[src/rtl/lfsr_pkg.sv]
// lfsr_pkg: PRBS checker state type, common Fibonacci polynomials and the shared prediction helper
package lfsr_pkg;
  typedef enum logic [1:0] {SEED, CHECK, LOCKED} prbs_state_e;
  localparam logic [6:0]  PRBS7_TAPS  = 7'h60;
  localparam logic [14:0] PRBS15_TAPS = 15'h6000;
  localparam logic [15:0] PRBS16_TAPS = 16'hB400;
  localparam logic [30:0] PRBS31_TAPS = 31'h4800_0000;
  function automatic logic lfsr_fib_pred(input logic [63:0] lfsr, input logic [63:0] taps);
    return ^(lfsr & taps);
  endfunction
endpackage

[src/rtl/prbs_checker_s.sv]
// prbs_checker_s: self-synchronising serial PRBS checker with lock detection and saturating error count
module prbs_checker_s
  import lfsr_pkg::*;
#(
  parameter int               WIDTH      = 16,
  parameter logic [WIDTH-1:0] TAPS       = PRBS16_TAPS,
  parameter int               LOCK_CNT   = 32,
  parameter int               ERR_THRESH = 8,
  parameter int               CNT_W      = 32
) (
  input  logic             clk,
  input  logic             rst,
  input  logic             clr_cnt,
  input  logic             din_vld,
  input  logic             din,
  output logic             locked,
  output logic             err_pulse,
  output logic [CNT_W-1:0] err_cnt
);
  localparam int SW = $clog2(WIDTH + 1);
  localparam int GW = $clog2(LOCK_CNT + 1);
  localparam int BW = $clog2(ERR_THRESH + 1);
  prbs_state_e      r_state, w_next;
  logic [WIDTH-1:0] r_lfsr;
  logic [SW-1:0]    r_seed_cnt;
  logic [GW-1:0]    r_good_cnt;
  logic [BW-1:0]    r_bad_run;
  logic             r_err_pulse;
  logic [CNT_W-1:0] r_err_cnt;
  logic             w_pred, w_match, w_good, w_seed_done, w_lock_done, w_err, w_drop, w_locked;
  assign w_pred      = lfsr_fib_pred(64'(r_lfsr), 64'(TAPS));
  assign w_match     = din == w_pred;
  assign w_good      = w_match && r_lfsr != '0;
  assign w_seed_done = r_seed_cnt == SW'(WIDTH - 1);
  assign w_lock_done = w_good && r_good_cnt == GW'(LOCK_CNT - 1);
  assign w_err       = din_vld && r_state == LOCKED && !w_match;
  assign w_drop      = w_err && r_bad_run == BW'(ERR_THRESH - 1);
  // state register
  always_ff @(posedge clk)
    r_state <= rst ? SEED : w_next;
  // next state: only valid beats move the FSM; a burst of errors forces a resync
  always_comb begin
    w_next = r_state;
    if (din_vld)
      case (r_state)
        SEED:    w_next = w_seed_done ? CHECK : SEED;
        CHECK:   w_next = w_lock_done ? LOCKED : CHECK;
        LOCKED:  w_next = w_drop ? SEED : LOCKED;
        default: w_next = SEED;
      endcase
  end
  // outputs decoded from the registered state
  always_comb
    w_locked = r_state == LOCKED;
  // datapath: the register absorbs din until locked, then free-runs so single errors do not propagate
  always_ff @(posedge clk)
    if (rst) begin
      r_lfsr      <= '0;
      r_seed_cnt  <= '0;
      r_good_cnt  <= '0;
      r_bad_run   <= '0;
      r_err_pulse <= 1'b0;
      r_err_cnt   <= '0;
    end else begin
      r_err_pulse <= w_err;
      if (clr_cnt) r_err_cnt <= '0;
      else if (w_err && r_err_cnt != '1) r_err_cnt <= r_err_cnt + 1'b1;
      if (din_vld) begin
        r_lfsr     <= {r_lfsr[WIDTH-2:0], r_state == LOCKED ? w_pred : din};
        r_seed_cnt <= r_state == SEED && !w_seed_done ? r_seed_cnt + 1'b1 : '0;
        r_good_cnt <= r_state == CHECK && w_good && !w_lock_done ? r_good_cnt + 1'b1 : '0;
        r_bad_run  <= r_state == LOCKED && !w_match && !w_drop ? r_bad_run + 1'b1 : '0;
      end
    end
  assign locked    = w_locked;
  assign err_pulse = r_err_pulse;
  assign err_cnt   = r_err_cnt;
endmodule
[config.mk]
export PLATFORM = sky130hd
export DESIGN_NAME = prbs_checker_s
export DESIGN_NICKNAME = d
export VERILOG_FILES = /design/src/rtl/lfsr_pkg.sv /design/src/rtl/prbs_checker_s.sv
export SDC_FILE = /design/constraint.sdc
export NUM_CORES = 1
export LEC_CHECK = 0
export CAP_MARGIN = 5
export CORE_MARGIN = 8
export CORE_UTILIZATION = 35
export DETAILED_ROUTE_END_ITERATION = 16
export GPL_ROUTABILITY_DRIVEN = 0
export HOLD_SLACK_MARGIN = 0.03
export PLACE_DENSITY = 0.61
export SLEW_MARGIN = 20
export SYNTH_ARGS = -nofsm -noshare
export SYNTH_HDL_FRONTEND = slang
export SYNTH_SLANG_ARGS = --single-unit
[constraint.sdc]
create_clock -name clk -period 2.39 [get_ports clk]
set_input_delay 0.478 -clock clk [delete_from_list [all_inputs] [get_ports clk]]
set_output_delay 0.478 -clock clk [all_outputs]
set_load 0.02 [all_outputs]
==> flow_summary.yaml <==
outcome:
  status: "finished, final reports clean"
finish:
  n_antenna_cell: 0
  layout.nets: 443
  syn_to_final_growth_pct: 26.5
  mostFrequentLayoutCell: "dfxtp_1"
  layout_common_cells: "66 x dfxtp_1, 38 x clkdlybuf4s50_1, 37 x nor2_1"
  nFillCells: 900
  drive_above_1_share_pct: 12.8
worst_setup_path:
  r2r_start: "r_lfsr[13]$_SDFFE_PP0P_"
  crit_type: "flop to flop"
  arrival_ps: 2530
  crit_path_max_incr_delay_ps: 470
  rr_endpoint: "err_cnt[31]$_SDFFE_PP0P_"
  rrSetupSlack_ps: 140
  r2r_cells: 8
  slowest_stage: "or4_1"
  cp.required_ps: 2670
  crit_fanout: 13
  start_kind: "flop"
  crit_chain: "inv_1, ha_1, xnor3_2, xnor2_4, nand4_1, buf_4, or4_1, a21oi_1"
  worst_setup_path_end_kind: "flop"
place:
  hpwl_um: 5720
  port_buffers: 38
  pre_cts_ws_ps: 67.9
floorplanning:
  ios: 39
  die_y_um: 113
  coreArea_um2: 9150
  rows: 35
  die_x_um: 113
  initial_core_util_pct: 35.7
  die-area_um2: 12700
synthesis:
  syn-mean-instance-area_um2: 8.70
  yosys_warnings: 0
  synth_edf_count: 0
  synth_top_cells_by_area: "dfxtp_1 40%, mux2i_1 6.1%, nor2_1 4.2%"
  synth_async_sr_flop_share_pct: 0
  synth.distinct_cells: 52
  yosysSeqAreaShare_pct: 40.4
  synth_top_cell_by_area: "dfxtp_1"
  postSynthCellCount: 376
  synth_top_area_share_pct: 40.4
  synthFlopType: "dfxtp_1"
  synth_seq_cells: 66
  synth_area_um2: 3270
  synth_nets: 387
timing:
  maxSlewViolCount: 0
  setup_ws_ps: 138
  final.setup_skew_ps: 9.97
  max_slew_margin_pct: 63.4
  fin_crit_ps: 2250
  rsz0062_at_grt: "false"
  period_share_pct: 94.2
  setup_viol: 0
  hold_violations: 0
  fin_tns_setup_ps: 0
  fmax_mhz: 444
  worstMarginPinSlew_ps: 545
routing:
  routed_wl_um: 8060
  post_drt_wl_per_cell_um: 14.7
  drc: 0
  viasPerCell: 5.53
  ant_nets: 0
  drtPass1Iterations: 4
  vias: 3032
  dr.first_iter.drc_count: 119
cts:
  clk_pin_slew_worst_paths_ps: 80
  holdBufCountCts: 0
  clk_latency_ps: 350
  htreeDepth: 3
  cts_tree: "done"
  numCtsBuffers: 9
  max-clock-path-buffers: 2
  cts_root_buf: "clkbuf_8"
  cts_sinks: 66
job:
  maxCapViolCount: 0
global_route:
  grt_first_pass_wirelength_um: 13600
  first_global_vias: 2869
  grt.total_usage_pct: 13.0
  gr-total-overflow: 0
  grt_max_degree: 28
  antenna_found_initial: 0
min_path:
  hold_class: "flop to flop"
  hp-start: "r_seed_cnt[4]$_SDFFE_PP0P_"
  holdPathStages: 2
  holdPathEnd: "r_seed_cnt[4]$_SDFFE_PP0P_"
power:
  p_leak_nw: 1.44
  ir_drop_uv: 368
  powerDensity_nw_per_um2: 542
==> cell usage after synthesis (all sizes together), types with 3 or more instances <==
cell    number
and3         5
or2          4
dfxtp       66
a31oi        4
mux2i       20
and2         4
nand2       23
a41o         3
buf          7
a211oi       3
a21oi       23
o31a         3
o21a         3
o31ai       14
o311ai       5
or4         11
xor2         8
clkbuf      14
nor3         7
nor4         8
nor2        37
ha           6
inv          9
or3         17
o21ai       12
nand4       22
xnor2        3
nand3       19
==> cell families (layout without fill, tap and decap cells) <==
logic type | Yosys count | count (layout) | synth area share, %
AO/OA/AOI/OAI | 75 | 75 | 15.1
flip-flops | 66 | 66 | 40.4
multiplexers | 20 | 20 | 6.12
adder cells (fa/ha/maj) | 6 | 6 | 2.30
AND/OR/NAND/NOR | 166 | 166 | 27.7
buffers and inverters | 31 | 92 | 4.09
XOR/XNOR | 12 | 12 | 4.25
==> power breakdown <==
| group | switching [mW] | total (mW) | leakage (nW) | internal (mW) |
|---|---|---|---|---|
| clock | 0.459 | 1.04 | 0.105 | 0.585 |
| combinational | 0.0531 | 0.0879 | 0.805 | 0.0348 |
| sequential | 0.00559 | 1.11 | 0.532 | 1.11 |
==> area by class of cell <==
| cell class | count | area, um2 | area share [%] |
|---|---|---|---|
| Sequential cell | 66 | 1320 | 31.9 |
| Clock buffer | 9 | 124 | 2.99 |
| Timing Repair Buffer | 66 | 603 | 14.6 |
| Tap cell | 111 | 139 | 3.36 |
| Multi-Input combinational cell | 279 | 1820 | 44.0 |
| Clock inverter | 7 | 93.8 | 2.27 |
| Inverter | 10 | 37.5 | 0.907 |
==> worst max-delay path: cells and delay by family (launching register included) <==
kind / cells / cell delay (ps)
adder cells (fa/ha/maj): 1 / 270
flip-flops: 1 / 350
buffers and inverters: 2 / 250
XOR/XNOR: 2 / 590
AO/OA/AOI/OAI: 1 / 140
AND/OR/NAND/NOR: 2 / 580
==> registers in the layout, summed over array words and instances (netlist names) <==
name	cells
r_state	2
err_cnt	32
r_bad_run	4
err_pulse	1
r_good_cnt	6
r_seed_cnt	5
r_lfsr	16
==> how the worst max path moves through the flow <==
| stage | cells past startpoint | to | from | slack (ps) |
|---|---|---|---|---|
| 2_1_floorplan | 8 | err_cnt[22]$_SDFFE_PP0P_ | err_cnt[0]$_SDFFE_PP0P_ | 40 |
| 3_3_place_gp | 6 | err_cnt[3]$_SDFFE_PP0P_ | din | 80 |
| 3_5_place_dp | 6 | err_cnt[12]$_SDFFE_PP0P_ | din | 70 |
| 4_1_cts | 2 | locked | r_state[1]$_SDFFE_PP0P_ | 120 |
| 5_1_grt | 8 | err_cnt[3]$_SDFFE_PP0P_ | r_lfsr[13]$_SDFFE_PP0P_ | 20 |
| 6_report | 8 | err_cnt[31]$_SDFFE_PP0P_ | r_lfsr[13]$_SDFFE_PP0P_ | 140 |
==> per-stage QoR <==
stage | power, mW | instances | hold WS [ps] | util [%] | cell area, um2
after CTS | 2.27 | 547 | 490 | 45.1 | 4130
after floorplan | 1.19 | 376 | 456 | - | 3270
after global placement | 1.22 | 531 | 466 | 42.7 | 3910
after global routing | 2.32 | 548 | 528 | 45.2 | 4140
after detailed placement | 1.23 | 531 | 481 | 42.7 | 3910
final | 2.24 | 548 | 483 | 45.2 | 4140
==> timing repair <==
item / in CTS / in global routing
gates resized for setup: 0 / 1
endpoints found under the setup margin: 0 / 2
buffers inserted: 0 / 1
==> routing by layer <==
layer / vias to the layer above / track usage, % / part of all wire (%)
met3: 9 / 4.29 / 6.2
li1: 1520 / - / -
met1: 1424 / 15.2 / 45
met2: 79 / 21.5 / 47
met4: 0 / 5.40 / 1.5
met5: - / 0 / 0
Note: power is estimated with default switching activity, not from simulation.
